===== config.mk =====
export PLATFORM = sky130hd
export DESIGN_NAME = gemm_tile_scheduler
export DESIGN_NICKNAME = d
export VERILOG_FILES = /design/src/rtl/gemm_pkg.sv /design/src/rtl/tile_cnt.sv /design/src/rtl/gemm_tile_scheduler.sv
export SDC_FILE = /design/constraint.sdc
export NUM_CORES = 1
export LEC_CHECK = 0
export ABC_AREA = 1
export BUFFER_PORTS_ARGS = -buffer_cell sky130_fd_sc_hd__buf_4
export CAP_MARGIN = 20
export CELL_PAD_IN_SITES_DETAIL_PLACEMENT = 0
export CELL_PAD_IN_SITES_GLOBAL_PLACEMENT = 1
export CORE_MARGIN = 2
export CORE_UTILIZATION = 45
export CTS_BUF_LIST = sky130_fd_sc_hd__clkbuf_8
export DETAILED_ROUTE_END_ITERATION = 8
export GPL_TIMING_DRIVEN = 1
export PLACE_DENSITY = 0.83
export SLEW_MARGIN = 30
export SYNTH_ARGS = -nofsm -noshare
export SYNTH_HDL_FRONTEND = slang
export SYNTH_SLANG_ARGS = --single-unit

===== constraint.sdc =====
create_clock -name clk -period 5.1 [get_ports clk]
set_clock_uncertainty 0.05 [all_clocks]
set_input_delay 0.51 -clock clk [delete_from_list [all_inputs] [get_ports clk]]
set_output_delay 0.51 -clock clk [all_outputs]
set_load 0.05 [all_outputs]

===== src/rtl/gemm_pkg.sv =====
// Shared definitions for the GEMM tile scheduler: FSM encoding, default tile geometry
// and a counter-width helper.
package gemm_pkg;

    typedef enum logic [2:0] {
        StIdle,
        StLoadW,
        StStream,
        StDrain,
        StWrite,
        StDone
    } state_e;

    localparam int unsigned DefPeSize        = 14;
    localparam int unsigned DefKTiles        = 21;
    localparam int unsigned DefNTiles        = 5;
    localparam int unsigned DefStreamLen     = 196;
    localparam int unsigned DefDrainLat      = 27;
    localparam int unsigned DefWrLen         = 14;
    localparam int unsigned DefMem0AddrWidth = 13;
    localparam int unsigned DefMem1AddrWidth = 11;
    localparam int unsigned DefMem2AddrWidth = 10;

    // Width of a counter holding 0..max_val-1; never narrower than one bit.
    function automatic int unsigned cnt_width(input int unsigned max_val);
        return (max_val > 1) ? $clog2(max_val) : 1;
    endfunction

endpackage


===== src/rtl/tile_cnt.sv =====
// Modulo-MAX tile counter with synchronous clear; wrap flags the increment that returns to 0.
module tile_cnt #(
    parameter int unsigned MAX   = 2,
    parameter int unsigned WIDTH = 1
) (
    input  logic             clk,
    input  logic             rst_n,
    input  logic             clr,
    input  logic             inc,
    output logic [WIDTH-1:0] cnt,
    output logic             wrap
);

    logic [WIDTH-1:0] cnt_q;

    assign cnt  = cnt_q;
    assign wrap = inc && (cnt_q == WIDTH'(MAX - 1));

    always_ff @(posedge clk or negedge rst_n) begin
        if (!rst_n) begin
            cnt_q <= '0;
        end else if (clr) begin
            cnt_q <= '0;
        end else if (inc) begin
            cnt_q <= wrap ? '0 : cnt_q + WIDTH'(1);
        end
    end

endmodule


===== src/rtl/gemm_tile_scheduler.sv =====
// Sequences weight loads, ifmap streaming, drain and ofmap write-back for a tiled GEMM
// on a systolic array; all BRAM-side and status outputs are registered.
module gemm_tile_scheduler
    import gemm_pkg::*;
#(
    parameter int unsigned PE_SIZE         = DefPeSize,
    parameter int unsigned K_TILES         = DefKTiles,
    parameter int unsigned N_TILES         = DefNTiles,
    parameter int unsigned STREAM_LEN      = DefStreamLen,
    parameter int unsigned DRAIN_LAT       = DefDrainLat,
    parameter int unsigned WR_LEN          = DefWrLen,
    parameter int unsigned MEM0_ADDR_WIDTH = DefMem0AddrWidth,
    parameter int unsigned MEM1_ADDR_WIDTH = DefMem1AddrWidth,
    parameter int unsigned MEM2_ADDR_WIDTH = DefMem2AddrWidth
) (
    input  logic                          clk,
    input  logic                          rst_n,
    input  logic                          start_i,
    output logic                          mem1_ce0,
    output logic                          mem1_we0,
    output logic [MEM1_ADDR_WIDTH-1:0]    mem1_addr0,
    output logic                          mem0_ce0,
    output logic                          mem0_we0,
    output logic [MEM0_ADDR_WIDTH-1:0]    mem0_addr0,
    output logic                          mem2_ce0,
    output logic                          mem2_we0,
    output logic [MEM2_ADDR_WIDTH-1:0]    mem2_addr0,
    output logic                          w_load_o,
    output logic                          ifmap_vld_o,
    output logic                          psum_clr_o,
    output logic [cnt_width(WR_LEN)-1:0]  acc_sel_o,
    output logic                          busy_o,
    output logic                          finish_o
);

    localparam int unsigned NW = cnt_width(N_TILES);
    localparam int unsigned KW = cnt_width(K_TILES);
    localparam int unsigned IW = cnt_width(PE_SIZE);
    localparam int unsigned JW = cnt_width(STREAM_LEN);
    localparam int unsigned DW = cnt_width(DRAIN_LAT);
    localparam int unsigned WW = cnt_width(WR_LEN);

    state_e state_q, state_d;

    logic          start_run;
    logic [NW-1:0] n_cnt;
    logic [KW-1:0] k_cnt;
    logic [IW-1:0] i_cnt;
    logic [JW-1:0] j_cnt;
    logic [DW-1:0] d_cnt;
    logic [WW-1:0] w_cnt;
    logic          n_wrap, k_wrap, i_wrap, j_wrap, d_wrap, w_wrap;

    assign start_run = (state_q == StIdle) && start_i;

    // k and n advance on the last cycle of DRAIN / WRITE, so their wrap flags mark the
    // final K tile and the final N tile respectively.
    tile_cnt #(.MAX(N_TILES), .WIDTH(NW)) u_n_cnt (
        .clk(clk), .rst_n(rst_n), .clr(start_run), .inc(w_wrap), .cnt(n_cnt), .wrap(n_wrap)
    );
    tile_cnt #(.MAX(K_TILES), .WIDTH(KW)) u_k_cnt (
        .clk(clk), .rst_n(rst_n), .clr(start_run), .inc(d_wrap), .cnt(k_cnt), .wrap(k_wrap)
    );
    tile_cnt #(.MAX(PE_SIZE), .WIDTH(IW)) u_i_cnt (
        .clk(clk), .rst_n(rst_n), .clr(start_run), .inc(state_q == StLoadW),
        .cnt(i_cnt), .wrap(i_wrap)
    );
    tile_cnt #(.MAX(STREAM_LEN), .WIDTH(JW)) u_j_cnt (
        .clk(clk), .rst_n(rst_n), .clr(start_run), .inc(state_q == StStream),
        .cnt(j_cnt), .wrap(j_wrap)
    );
    tile_cnt #(.MAX(DRAIN_LAT), .WIDTH(DW)) u_d_cnt (
        .clk(clk), .rst_n(rst_n), .clr(start_run), .inc(state_q == StDrain),
        .cnt(d_cnt), .wrap(d_wrap)
    );
    tile_cnt #(.MAX(WR_LEN), .WIDTH(WW)) u_w_cnt (
        .clk(clk), .rst_n(rst_n), .clr(start_run), .inc(state_q == StWrite),
        .cnt(w_cnt), .wrap(w_wrap)
    );

    always_ff @(posedge clk or negedge rst_n) begin
        if (!rst_n) begin
            state_q <= StIdle;
        end else begin
            state_q <= state_d;
        end
    end

    always_comb begin
        state_d = state_q;
        unique case (state_q)
            StIdle:   if (start_i) state_d = StLoadW;
            StLoadW:  if (i_wrap) state_d = StStream;
            StStream: if (j_wrap) state_d = StDrain;
            StDrain:  if (d_wrap) state_d = k_wrap ? StWrite : StLoadW;
            StWrite:  if (w_wrap) state_d = n_wrap ? StDone : StLoadW;
            StDone:   state_d = StIdle;
            default:  state_d = StIdle;
        endcase
    end

    logic                       mem1_ce_d, mem1_ce_q, mem0_ce_d, mem0_ce_q, mem2_ce_d, mem2_ce_q;
    logic [MEM1_ADDR_WIDTH-1:0] mem1_addr_d, mem1_addr_q;
    logic [MEM0_ADDR_WIDTH-1:0] mem0_addr_d, mem0_addr_q;
    logic [MEM2_ADDR_WIDTH-1:0] mem2_addr_d, mem2_addr_q;
    logic [WW-1:0]              acc_sel_d, acc_sel_q;
    logic                       psum_clr_d, psum_clr_q, busy_d, busy_q, finish_d, finish_q;
    logic                       w_load_q, ifmap_vld_q;

    // Addresses are formed at 32 bits and truncated to the port width.
    always_comb begin
        mem1_ce_d   = 1'b0;
        mem1_addr_d = '0;
        mem0_ce_d   = 1'b0;
        mem0_addr_d = '0;
        mem2_ce_d   = 1'b0;
        mem2_addr_d = '0;
        acc_sel_d   = '0;
        psum_clr_d  = 1'b0;
        busy_d      = state_q inside {StLoadW, StStream, StDrain, StWrite};
        finish_d    = (state_q == StDone);
        unique case (state_q)
            StLoadW: begin
                mem1_ce_d   = 1'b1;
                mem1_addr_d = MEM1_ADDR_WIDTH'((32'(n_cnt) * K_TILES + 32'(k_cnt)) * PE_SIZE
                                               + 32'(i_cnt));
            end
            StStream: begin
                mem0_ce_d   = 1'b1;
                mem0_addr_d = MEM0_ADDR_WIDTH'(32'(k_cnt) * STREAM_LEN + 32'(j_cnt));
                psum_clr_d  = (j_cnt == '0) && (k_cnt == '0);
            end
            StWrite: begin
                mem2_ce_d   = 1'b1;
                mem2_addr_d = MEM2_ADDR_WIDTH'(32'(n_cnt) * WR_LEN + 32'(w_cnt));
                acc_sel_d   = w_cnt;
            end
            default: ;
        endcase
    end

    always_ff @(posedge clk or negedge rst_n) begin
        if (!rst_n) begin
            mem1_ce_q   <= 1'b0;
            mem1_addr_q <= '0;
            mem0_ce_q   <= 1'b0;
            mem0_addr_q <= '0;
            mem2_ce_q   <= 1'b0;
            mem2_addr_q <= '0;
            acc_sel_q   <= '0;
            psum_clr_q  <= 1'b0;
            busy_q      <= 1'b0;
            finish_q    <= 1'b0;
            w_load_q    <= 1'b0;
            ifmap_vld_q <= 1'b0;
        end else begin
            mem1_ce_q   <= mem1_ce_d;
            mem1_addr_q <= mem1_addr_d;
            mem0_ce_q   <= mem0_ce_d;
            mem0_addr_q <= mem0_addr_d;
            mem2_ce_q   <= mem2_ce_d;
            mem2_addr_q <= mem2_addr_d;
            acc_sel_q   <= acc_sel_d;
            psum_clr_q  <= psum_clr_d;
            busy_q      <= busy_d;
            finish_q    <= finish_d;
            // Read data arrives one cycle after the BRAM enable.
            w_load_q    <= mem1_ce_q;
            ifmap_vld_q <= mem0_ce_q;
        end
    end

    assign mem1_ce0    = mem1_ce_q;
    assign mem1_we0    = 1'b0;
    assign mem1_addr0  = mem1_addr_q;
    assign mem0_ce0    = mem0_ce_q;
    assign mem0_we0    = 1'b0;
    assign mem0_addr0  = mem0_addr_q;
    assign mem2_ce0    = mem2_ce_q;
    assign mem2_we0    = mem2_ce_q;
    assign mem2_addr0  = mem2_addr_q;
    assign acc_sel_o   = acc_sel_q;
    assign psum_clr_o  = psum_clr_q;
    assign busy_o      = busy_q;
    assign finish_o    = finish_q;
    assign w_load_o    = w_load_q;
    assign ifmap_vld_o = ifmap_vld_q;

endmodule


* Word level (Yosys, flattened, before mapping)
Cells that the tools add are included.
** Word-level totals
- Output and inout port bits :: 49
- Register bits :: 78
** Cells by class
- Muxes and demuxes :: 34
- Eq/ne operators :: 16
- Add/subtract/negate cells :: 10
- Multiply operators :: 4
- Reduce and logical (&&, ||, !) cells :: 19
** Operators with widths (count)
- 2-to-1 mux 8 bit :: 4
- 2-to-1 mux 3 bit :: 10
- 2-to-1 mux 5 bit :: 6
- 2-to-1 mux 4 bit :: 7
- case mux 3 bit (5 select lines) :: 1
- adder 13 x 8 -> 13 bit :: 1
- 2-to-1 mux 13 bit :: 1
- nonzero test 2 bit :: 6
- adder 11 x 4 -> 11 bit :: 1
- multiplier 5 x 6 -> 11 bit (second input constant) :: 1
- 2-to-1 mux 11 bit :: 1
- adder 5 x 1 -> 5 bit (second input constant) :: 2
- == test 5 bit (second input constant) :: 2
- multiplier 9 x 3 -> 10 bit (second input constant) :: 1
- inequality test 2 bit (second input constant) :: 5
- adder 8 x 5 -> 9 bit :: 1
- == test 3 bit (second input constant) :: 3
- adder 4 x 1 -> 4 bit (second input constant) :: 2
- adder 7 x 4 -> 8 bit :: 1
- adder 8 x 1 -> 8 bit (second input constant) :: 1
- == test 4 bit (second input constant) :: 2
- == test 8 bit (second input constant) :: 1
- logical AND 1 bit :: 8
- logical NOT 8 bit :: 1
- 10 further kinds :: 14

* Logic depth before layout (Yosys ltp)
Gate-level depths: netlist of the first run.
- Depth in word-level cells :: 6
- Gate-level depth with buffers :: 27
- Mapped depth without buffers :: 27

* By module
From an unflattened synthesis of the first run, not the netlist that was laid out.
** Unflattened totals
- Cells, all modules :: 691
- Area total of the unflattened synthesis :: 5492.8 um^2
** Modules (own cells, without submodules)
- gemm_tile_scheduler :: seq. area each 1151.1 um^2, cells each 428, times used 1, area an instance 3617.2 um^2
- tile_cnt (u_i_cnt ...) :: seq. area each 100.1 um^2, cells each 39, times used 2, area an instance 270.3 um^2
- tile_cnt (u_j_cnt) :: seq. area each 200.2 um^2, cells each 72, times used 1, area an instance 518.0 um^2
- tile_cnt (u_d_cnt) :: seq. area each 125.1 um^2, cells each 44, times used 1, area an instance 315.3 um^2
- tile_cnt (u_k_cnt) :: seq. area each 125.1 um^2, cells each 43, times used 1, area an instance 315.3 um^2
- tile_cnt (u_n_cnt) :: seq. area each 75.1 um^2, cells each 26, times used 1, area an instance 186.4 um^2

* Worst setup path after synthesis of the first run
Ideal clock, no wire load.
- Kind :: register to register
- Start point :: register u_n_cnt.cnt_q[0], in the netlist u_n_cnt.cnt[0]
- End point :: register mem1_addr_q[10], in the netlist mem1_addr0[10]
- Path slack :: 1155 ps
- Arrival time :: 3776 ps
- Library setup time :: 119 ps
- Stages on the path, launching flop included :: 19
- Path buffers :: 0
- Cell sequence :: dfrtp_1 > ha_1 > xor2_1 > ha_1 > ha_1 > a21oi_1 > nand2_1 > xor2_1 > fa_1 > ha_1 > or2_2 > nand3_1 > nand2_1 > nand2_1 > nand2_1 > nor2_1 > nand3_1 > nand2_1 > nor2_1
** Between the ends
- Word-level cells in the longest chain between the ends :: 5
** Ends and longest elaborated chain
- start, declared :: RTL line tile_cnt.sv:14 : logic [WIDTH-1:0] cnt_q;
- start signal, assigned :: RTL line tile_cnt.sv:25 : cnt_q <= wrap ? '0 : cnt_q + WIDTH'(1);
- multiplier 3 x 5 -> 8 bit :: RTL line gemm_tile_scheduler.sv:125 : mem1_addr_d = MEM1_ADDR_WIDTH'((32'(n_cnt) * K_TILES + 32'(k_cnt)) * PE_SIZE
- adder 8 x 5 -> 9 bit :: RTL line gemm_tile_scheduler.sv:125
- multiplier 9 x 3 -> 10 bit :: RTL line gemm_tile_scheduler.sv:125
- adder 11 x 4 -> 11 bit :: RTL line gemm_tile_scheduler.sv:126 : + 32'(i_cnt));
- 2-to-1 mux 11 bit :: RTL line gemm_tile_scheduler.sv:122 : unique case (state_q)
- net mem1_addr_d[10] :: RTL line gemm_tile_scheduler.sv:103 : logic [MEM1_ADDR_WIDTH-1:0] mem1_addr_d, mem1_addr_q;
- end signal, assigned :: RTL line gemm_tile_scheduler.sv:158 : mem1_addr_q <= mem1_addr_d;
- end, declared :: RTL line gemm_tile_scheduler.sv:103
The timed path passes the listed nets, and every way through them passes these cells.
A chain may end at the register's enable or synchronous reset.

* Worst setup path after layout of the first run
Same ends and word-level chain as after synthesis.

==> impl_metrics.yaml, run 1 <==
run_status:
  status: "finished clean"
power_and_ir_drop:
  internal-power_mw: 1.201
  power_frac_comb_pct: 43.3
  seqPwrFrac_pct: 36.1
  ir_drop_mv: 0.2182
  swShare_pct: 44.13
  p_switching_uw: 949.0
  total_power_mw: 2.150
  p_leak_nw: 3.154
  p_per_area_mw_per_mm2: 374.9
  power_frac_clock_pct: 20.5
worst_setup_path:
  crit_type: "reg2reg"
  reg2reg_to: "mem1_addr0[10]"
  cp.required_ns: 5.30
  endpoint: "mem1_addr0[10]"
  arrival_ns: 4.46
  cp_max_fo: 9
  rr_startpoint: "u_n_cnt.cnt[0]"
  r2r_cells: 18
  rrSetupSlack_ns: 0.85
  crit_start: "u_n_cnt.cnt[0]"
  crit_path_end_kind: "flip-flop"
  crit_path_start_kind: "flip-flop"
die:
  fp.dieH_um: 110.0
  start_util_pct: 46.46
  core_area_mm2: 0.01089
  die-area_mm2: 0.01211
  io_pins: 52
  fp.dieW_um: 110.0
  row_count: 38
grt:
  antenna_found_initial: 0
  grtUsageTotal_pct: 18.71
  overflow: 0
  grt_pass1_wl_um: 17800
  grt_pass1_vias: 3936
  grt_max_degree: 76
detailed_routing:
  first_iter_violations: 170
  vias: 3949
  wl_um: 9944
  drc_errors: 0
  post_drt_wl_per_cell_um: 12.65
  ant_nets: 0
  dr.pass1.iters: 4
  viasPerCell: 5.024
finish:
  layout_commonest_cell: "nand2_1"
  final_cell_mix: "nand2_1 (96), inv_1 (89), dfrtp_1 (75)"
  drive_gt1_share_pct: 13.00
  syn2layout_area_growth_pct: 13.38
  diodes: 0
  final_nets: 722
synth:
  synth_cells: 588
  ys_warn_count: 0
  yosysTopAreaCellShare_pct: 37.10
  netlist_area_mm2: 0.005059
  yosysTopAreaCell: "dfrtp_1"
  synth.area.top_cells: "dfrtp_1 (37%), ha_1 (16%), nand2_1 (7.1%), inv_1 (6.6%), fa_1 (4.7%)"
  yosysUniqueCellTypes: 39
  seq_area_frac_synth_pct: 37.10
  ys_seq_elements: 75
  avgSynthCellArea_um2: 8.603
sta:
  setup_tns_ns: 0
  period_minus_slack_ns: 4.253
  clock.fmax_mhz: 235.1
  rsz0062_at_grt: "no"
  hold_viol: 0
  setup_violations: 0
  worst_pin_slew_ns: 0.6878
  worst_slew_margin_rel_pct: 54.15
  drv_slew: 0
  period_share_pct: 83.39
clock_network:
  cts-root-buf: "clkbuf_8"
  clkTransAtPathRegs_ns: 0.08
  cts_hold_buf: 0
  clk_path_buf_depth: 2
  post_cts.repair.setup_buffers: 0
  cts_tree: "yes"
  cts.sink_count: 75
  clk-insertion-delay-late_ns: 0.37
  tritoncts.num_buffers: 9
  cts_resized: 0
  cts_max_level: 3
place:
  finalWeightedCongestion: 0.8772
  post-dp-hpwl_um: 7665
  io_buffers: 47
flow_run:
  maxCapViolCount: 0
min_path:
  worstHoldPathType: "in2async"
## worst min-delay path by stage
stage,startpoint,end,depth (start not counted)
after floorplan,rst_n,acc_sel_o[0],0
after global placement,mem0_ce0,ifmap_vld_o,0
after detailed placement,mem0_ce0,ifmap_vld_o,0
after CTS,rst_n,mem1_addr0[9],1
after global routing,rst_n,mem1_addr0[9],1
final,rst_n,mem1_addr0[8],1
## state kept, by name, indices dropped and copies added (netlist names), 3 cells and up
name	cells
state_q	3
u_n_cnt.cnt	3
u_i_cnt.cnt	4
mem1_addr0	11
u_j_cnt.cnt	8
mem2_addr0	7
u_k_cnt.cnt	5
u_d_cnt.cnt	5
u_w_cnt.cnt	4
mem0_addr0	13
acc_sel_o	4
## synth_stat cells
| library cell | n |
|---|---|
| a211oi_1 | 3 |
| a21o_1 | 4 |
| a21oi_1 | 34 |
| a22oi_1 | 1 |
| a31oi_1 | 2 |
| and3_1 | 2 |
| buf_2 | 2 |
| buf_4 | 7 |
| conb_1 | 1 |
| dfrtp_1 | 75 |
| fa_1 | 12 |
| ha_1 | 66 |
| inv_1 | 89 |
| inv_2 | 4 |
| nand2_1 | 96 |
| nand2_2 | 1 |
| nand3_1 | 40 |
| nand3_2 | 1 |
| nand3b_1 | 4 |
| nand4_1 | 11 |
| nand4_2 | 1 |
| nor2_1 | 49 |
| nor2_2 | 2 |
| nor2_4 | 5 |
| nor3_1 | 8 |
| nor3_2 | 1 |
| nor3_4 | 1 |
| nor4_1 | 1 |
| o2111a_1 | 1 |
| o211ai_1 | 1 |
| o21ai_0 | 26 |
| o21ai_1 | 1 |
| o21ai_2 | 1 |
| o21bai_1 | 1 |
| o22ai_1 | 11 |
| o31ai_1 | 1 |
| or2_2 | 3 |
| xnor2_1 | 7 |
| xor2_1 | 12 |
## routing by layer
| metal | GRT usage, % | vias up | wire length [µm] |
|---|---|---|---|
| met4 | 8.228 | 0 | 213 |
| met5 | 0 | - | 0 |
| met1 | 24.86 | 1845 | 4808 |
| met3 | 3.116 | 14 | 334 |
| met2 | 30.06 | 64 | 4588 |
| li1 | - | 2026 | - |
## layout make-up
cell class / count / area (µm²)
clock buffers: 12 / 165.2
clock inverters: 4 / 23.77
fillers: 1010 / 5152
inverters: 93 / 349.1
multi-input cells: 414 / 2781
flip-flops and latches: 75 / 1877
well taps: 140 / 175.2
repair buffers: 48 / 364.1
## power by group through the flow
stage               Sequential, mW  Clock, mW  Combinational [mW]
floorplan                    0.932          0               0.551
global placement             0.785          0               0.920
detailed placement           0.789          0               0.937
CTS                          0.777      0.457               0.942
global route                 0.790      0.482                1.06
finish                       0.777      0.442               0.932
## logic make-up (layout without fill, tap and decap cells)
logic type | count (synthesis) | in the layout | synth area share (%)
AO/OA/AOI/OAI | 87 | 87 | 9.671
XOR/XNOR | 19 | 19 | 3.290
adder cells (fa/ha/maj) | 78 | 78 | 21.07
buffers and inverters | 102 | 157 | 8.137
flip-flops | 75 | 75 | 37.10
other | 1 | 4 | 0.07413
AND/OR/NAND/NOR | 226 | 226 | 20.65
## critical path, stage by stage, from the launching register on
cell and delay (ns):
dfrtp_1 0.51, ha_1 0.27, xor2_1 0.18, ha_1 0.31
ha_1 0.35, a21oi_1 0.14, nand2_1 0.09, xor2_1 0.43
fa_1 0.51, ha_1 0.37, or2_2 0.32, nand3_1 0.11
nand2_1 0.05, nand2_1 0.06, nand2_1 0.09, nor2_1 0.15
nand3_1 0.08, nand2_1 0.06, nor2_1 0.04
## metrics by stage
stage / instances / instance area (µm²) / hold slack (ns) / setup slack [ns] / util, %
final: 786 / 5736 / 0.09537 / 0.8473 / 52.68
after global routing: 786 / 5736 / 0.1821 / 0.3989 / 52.68
after CTS: 786 / 5732 / 0.2943 / 0.7892 / 52.64
after detailed placement: 770 / 5543 / 0.3131 / 0.8309 / 50.91
after global placement: 770 / 5543 / 0.3067 / 0.9345 / 50.91
after floorplan: 591 / 5070 / 0.1644 / 1.155 / -
No activity file was read; power rests on OpenSTA's default activity.
==> run 2, diff against run 1 <==
clock period = 4.3 ns   (was 5.1 ns; I/O delays follow)
==> run 2 against run 1 <==
- clock power grew 16%
- via count grew 0.91%
- sequential share of layout area decreased by 0.25 points
- routed wire length up 3.9%
- combinational power up 21%
- die area stayed put
- setup slack worse by 0.54 ns
- sequential power up 18%
- core utilization up 0.40 points
- non-clock buffer count is 5 higher
- first-iteration DRC count decreased by 15%
- critical endpoint unchanged
- largest power group unchanged
- highest routed layer unchanged
==> impl_metrics.yaml, run 2 (synthesis gave the netlist of run 1 again) <==
finish:
  syn2layout_area_growth_pct: 14.25
  final_nets: 727
  layoutNonFillerInstCount: 791
  final_cell_mix: "nand2_1 (96), inv_1 (90), dfrtp_1 (75)"
  largest_reg_flops: 13
  diodes: 0
  layout_commonest_cell: "nand2_1"
  final_cell_area_mm2: 0.005779
  drive_gt1_share_pct: 13.98
die:
  die-area_mm2: 0.01211
  core_area_mm2: 0.01089
  fp.dieW_um: 110.0
  start_util_pct: 46.46
  io_pins: 52
  fp.dieH_um: 110.0
  row_count: 38
worst_setup_path:
  arrival_ns: 4.21
  rr_startpoint: "u_n_cnt.cnt[0]"
  reg2reg_to: "mem1_addr0[10]"
  slowest_stage: "fa_1"
  cp.required_ns: 4.51
  cpPeakStageDelay_ns: 0.54
  crit_chain: "ha_1, ha_1, inv_1, fa_1, xnor2_1, inv_1, fa_1, inv_1, fa_1, xnor2_1, nor2_1, nand3_1, nor2_1, nand3_1, nand2_1, nor2_1"
  rrSetupSlack_ns: 0.31
  path_buf_inv: 3
  crit_type: "reg2reg"
  cp_top_family: "adder cells"
  r2r_cells: 16
  cp_max_fo: 4
  crit_path_end_kind: "flip-flop"
  crit_path_start_kind: "flip-flop"
power_and_ir_drop:
  ir_drop_mv: 0.3241
  total_power_mw: 2.558
  p_per_area_mw_per_mm2: 442.7
  p_leak_nw: 3.173
clock_network:
  clkTransAtPathRegs_ns: 0.08
  cts.sink_count: 75
  clk_path_buf_depth: 2
  clk-insertion-delay-late_ns: 0.37
  tritoncts.num_buffers: 9
  cts_tree: "yes"
  cts_max_level: 3
  cts_hold_buf: 0
  cts-root-buf: "clkbuf_8"
place:
  placedCellCount: 774
  post-dp-hpwl_um: 7681
  dpl-instance-area_mm2: 0.005573
  io_buffers: 47
  place_worst_setup_slack_ns: 0.2570
  finalWeightedCongestion: 0.8836
grt:
  antenna_found_initial: 0
  grt_pass1_wl_um: 17680
  grt_max_degree: 76
  grt_pass1_vias: 3883
  overflow: 0
  grtUsageTotal_pct: 18.83
detailed_routing:
  dr.pass1.iters: 4
  first_iter_violations: 145
  route.met3.wl_um: 328
  viasPerCell: 5.038
  vias: 3985
  drc_errors: 0
  wl_um: 10340
  post_drt_wl_per_cell_um: 13.07
  drt-met1-wl_um: 5009
  highest_layer: "met4"
  dr_wl_met2_um: 4711
  ant_nets: 0
min_path:
  worstHoldPathType: "in2async"
sta:
  setup_tns_ns: 0
  setup_violations: 0
  clock.fmax_mhz: 250.6
  drv_slew: 0
  worst_slew_margin_rel_pct: 54.03
  worst_pin_slew_ns: 0.6896
  setup_slack_ns: 0.3089
  hold_viol: 0
  period_share_pct: 92.82
  period_minus_slack_ns: 3.991
flow_run:
  maxCapViolCount: 0
run_status:
  status: "finished clean"
==> run 2: changes by cell type in the layout (fill, tap and decap cells not counted), sizes merged <==
cell	delta
buf	+5
clkbuf	-1
clkinv	-2
clkinvlp	+2
inv	+1
==> run 2: worst max path at each step <==
stage                     end  slack, ns  cells after the start            from
4_1_cts        mem1_addr0[10]       0.18                     20  u_n_cnt.cnt[2]
3_3_place_gp   mem1_addr0[10]       0.35                     20  u_n_cnt.cnt[2]
2_1_floorplan  mem1_addr0[10]       0.35                     18  u_n_cnt.cnt[0]
6_report       mem1_addr0[10]       0.31                     16  u_n_cnt.cnt[0]
3_5_place_dp   mem1_addr0[10]       0.26                     20  u_n_cnt.cnt[0]
5_1_grt        mem1_addr0[10]      -0.01                     21  u_n_cnt.cnt[2]
==> run 2: worst register-to-register path: cells and delay by family, from the launching register on <==
family                     cells  cell delay [ns]
xor gates and xnor gates       2             0.39
and+or+nand+nor                6             0.68
adders and majority gates      5             2.12
DFF                            1             0.41
buffers and inverters          3             0.24
==> run 2: timing repair <==
| item | CTS | global route |
|---|---|---|
| buffers inserted | 0 | 1 |
| gates resized for setup | 0 | 3 |
| endpoints found under the setup margin | 0 | 3 |
==> run 2: routing by layer <==
layer  vias up  track usage [%]
li1       2040                -
met1      1860            24.89
met2        63            29.71
met3        22            3.410
met4         0            9.313
met5         -                0
==> run 2: through the flow <==
| stage | utilization (%) | hold slack (ns) |
|---|---|---|
| after floorplan | - | 0.08441 |
| after global placement | 51.18 | 0.3069 |
| after detailed placement | 51.18 | 0.3156 |
| after CTS | 52.84 | 0.2018 |
| after global routing | 53.08 | 0.08711 |
| final | 53.08 | 0.003823 |
==> run 2: final cells by class <==
class	count	area, µm²
clock inverter	5	28.78
clock buffer	11	151.4
fill	1029	5109
tap	140	175.2
multi-input combinational	414	2796
timing repair buffer	53	401.6
sequential	75	1877
inverter	93	349.1
==> run 2: where the power goes <==
| part | internal [mW] | total, mW | switching [mW] | leakage (nW) |
|---|---|---|---|---|
| Sequential | 0.819 | 0.915 | 0.0966 | 1.03 |
| Combinational | 0.361 | 1.13 | 0.769 | 2.06 |
| Clock | 0.237 | 0.513 | 0.276 | 0.0925 |
| Total | 1.42 | 2.56 | 1.14 | 3.17 |
==> run 3, diff against run 2 <==
ABC_AREA = not set   (was 1)
PLACE_DENSITY = 0.81   (was 0.83)
==> run 3 against run 2 <==
- sequential share of layout area decreased by 1.0 points
- count of clock-buffer cells in the layout decreased by 1
- synthesized area decreased by 0.79%
==> impl_metrics.yaml, run 3 <==
run_status:
  status: "finished clean"
power_and_ir_drop:
  seqPwrFrac_pct: 42.2
  ir_drop_mv: 0.2268
  p_switching_uw: 797.2
  p_leak_nw: 3.143
  internal-power_mw: 1.324
  power_frac_clock_pct: 28.3
  power_frac_comb_pct: 29.6
  swShare_pct: 37.58
  p_per_area_mw_per_mm2: 355.4
synth:
  seq_area_frac_synth_pct: 37.40
  synth.area.top_cells: "dfrtp_1 (37%), ha_1 (16%), fa_1 (4.8%), nor2_1 (4.3%), o21ai_0 (3.5%)"
  ys_warn_count: 0
  avgSynthCellArea_um2: 9.726
  ys_seq_elements: 75
  yosys.cell_count.top_type: "dfrtp_1"
  synth_edf_count: 0
  async_flop_share_pct: 100.0
  synth_top_flop_cell: "dfrtp_1"
  yosysTopAreaCellShare_pct: 37.40
  synthTopCellsByCount: "dfrtp_1 (75), ha_1 (66), nor2_1 (58)"
  yosysTopAreaCell: "dfrtp_1"
  synth_cells: 516
  yosysUniqueCellTypes: 57
  netlist_area_mm2: 0.005019
finish:
  final_cell_mix: "dfrtp_1 (74), buf_4 (64), ha_1 (61)"
  drive_gt1_share_pct: 19.42
  largest_reg_flops: 13
  final_nets: 663
  layoutNonFillerInstCount: 727
  syn2layout_area_growth_pct: 18.92
  final_cell_area_mm2: 0.005968
  final.fill_count: 983
  multi_input_area_mm2: 0.003032
  layout_commonest_cell: "dfrtp_1"
  diodes: 0
  register_area_mm2: 0.001878
worst_setup_path:
  crit_chain: "ha_2, xor2_2, ha_1, ha_2, a21oi_4, xnor2_1, fa_1, ha_1, a211oi_2, buf_4, or4b_4, o2111ai_4, nand4_2, o21ai_1, nor3b_2"
  crit_start: "u_n_cnt.cnt[2]"
  cp.required_ns: 4.53
  r2r_cells: 15
  rrSetupSlack_ns: 0.16
  crit_type: "reg2reg"
  crit_cells: 15
  crit_path_start_kind: "flip-flop"
  cp_max_fo: 5
  reg2reg_to: "mem1_addr0[10]"
  cpPeakStageDelay_ns: 0.54
  arrival_ns: 4.37
  endpoint: "mem1_addr0[10]"
  path_buf_inv: 1
  cp_top_family: "adder cells"
  crit_path_end_kind: "flip-flop"
  slowest_stage: "or4b_4"
  rr_startpoint: "u_n_cnt.cnt[2]"
clock_network:
  cts_hold_buf: 0
  clk_path_buf_depth: 2
  tritoncts.num_buffers: 9
  cts_tree: "yes"
  cts.sink_count: 75
  clk-insertion-delay-late_ns: 0.35
  cts_max_level: 3
  clkTransAtPathRegs_ns: 0.08
  cts-root-buf: "clkbuf_8"
detailed_routing:
  viasPerCell: 5.320
  first_iter_violations: 193
  dr.pass1.iters: 5
  ant_nets: 0
  drc_errors: 0
  post_drt_wl_per_cell_um: 13.98
  vias: 3868
  wl_um: 10160
die:
  fp.dieH_um: 109.6
  core_area_mm2: 0.01084
  io_pins: 52
  row_count: 38
  die-area_mm2: 0.01201
  fp.dieW_um: 109.6
  start_util_pct: 46.30
sta:
  worst_slew_margin_rel_pct: 40.12
  hold-worst-slack_ns: 0.05028
  clock.fmax_mhz: 241.6
  setup_slack_ns: 0.1612
  drv_slew: 0
  worst_pin_slew_ns: 0.8982
  setup_violations: 0
  hold_viol: 0
  period_minus_slack_ns: 4.139
  period_share_pct: 96.25
grt:
  grt_pass1_vias: 3702
  overflow: 0
  grt_pass1_wl_um: 16830
  grtUsageTotal_pct: 17.71
  antenna_found_initial: 0
  grt_max_degree: 76
place:
  io_buffers: 47
  placedCellCount: 707
  dpl-instance-area_mm2: 0.005593
  finalWeightedCongestion: 0.8630
  post-dp-hpwl_um: 7443
  place_worst_setup_slack_ns: -0.05382
min_path:
  worstHoldPathType: "in2async"
flow_run:
  maxCapViolCount: 0
-- run 3: cell count changes in the layout (fill, tap and decap cells not counted), sizes merged, moves of 5 or more --
cell   change
xnor2     +11
inv       -46
nand3     -31
a21o      +10
and2       +5
and3       +8
nor2b      +6
buf       +12
nand4      -5
o22ai      -9
xor2       +5
a21oi      -6
nand2     -67
o21ai      +7
-- run 3: worst register-to-register path: cells and delay by family (launching register included) --
family          cells  cell delay, ns
simple gates        3            0.85
xor+xnor            2            0.47
fa+ha+maj           5            1.74
flops               1            0.44
buf+inv             1            0.15
compound gates      4            0.40
-- run 3: per-layer routing --
metal / part of all wire [%] / vias up / track usage, % / wire length (µm)
li1: - / 1906 / - / -
met1: 47 / 1874 / 24.43 / 4750
met2: 47 / 73 / 27.82 / 4790
met3: 4.3 / 15 / 3.142 / 432
met4: 1.9 / 0 / 6.691 / 191
met5: 0 / - / 0 / 0
-- run 3: kinds of logic (layout without fill, tap and decap cells) --
logic type      count (synthesis)  in the layout  share of synthesized area (%)
simple gates                  159            159                          16.51
xor+xnor                       35             35                          6.108
flops                          75             75                          37.40
compound gates                109            109                          13.59
fa+ha+maj                      78             78                          21.24
other cells                     1              4                        0.07472
buf+inv                        59            127                          5.086
-- run 3: worst min path at each step --
stage	slack (ns)	cells after the start	end	start
2_1_floorplan	0.08	0	acc_sel_o[0]	rst_n
3_3_place_gp	0.31	0	ifmap_vld_o	mem0_ce0
3_5_place_dp	0.32	0	ifmap_vld_o	mem0_ce0
4_1_cts	0.20	1	mem1_addr0[1]	rst_n
5_1_grt	0.10	1	mem1_addr0[1]	rst_n
6_report	0.05	1	mem2_addr0[5]	rst_n
-- run 3: final cells by class --
type                       count  share of cell area (%)
clock inverter                 6                   1.363
clock buffer                  10                   2.306
tap                          140                   2.935
multi-input combinational    385                   50.80
inverter                      46                   2.893
sequential                    75                   31.47
timing repair buffer          65                   8.239
-- run 3: per-stage QoR --
| step | setup TNS [ns] | util [%] | power (mW) |
|---|---|---|---|
| after floorplan | 0 | - | 1.360 |
| after global placement | 0 | 51.59 | 1.521 |
| after detailed placement | -0.05382 | 51.59 | 1.534 |
| after CTS | 0 | 53.86 | 2.139 |
| after global routing | -0.003311 | 55.06 | 2.259 |
| final | 0 | 55.06 | 2.121 |
-- run 3: what timing repair did --
item                       in CTS  in global routing
gates cloned                    0                  0
setup endpoints to repair       1                  3
buffers inserted                1                  3
resized for setup               4                 20
pin swaps                       2                 11
hold endpoints to repair        0                  0
-- run 3: power by group through the flow --
stage               Sequential [mW]  Clock, mW  Combinational, mW
detailed placement            0.906          0              0.628
finish                        0.894      0.600              0.627
floorplan                      1.02          0              0.343
global placement              0.902          0              0.619
CTS                           0.894      0.615              0.630
global route                  0.912      0.650              0.697
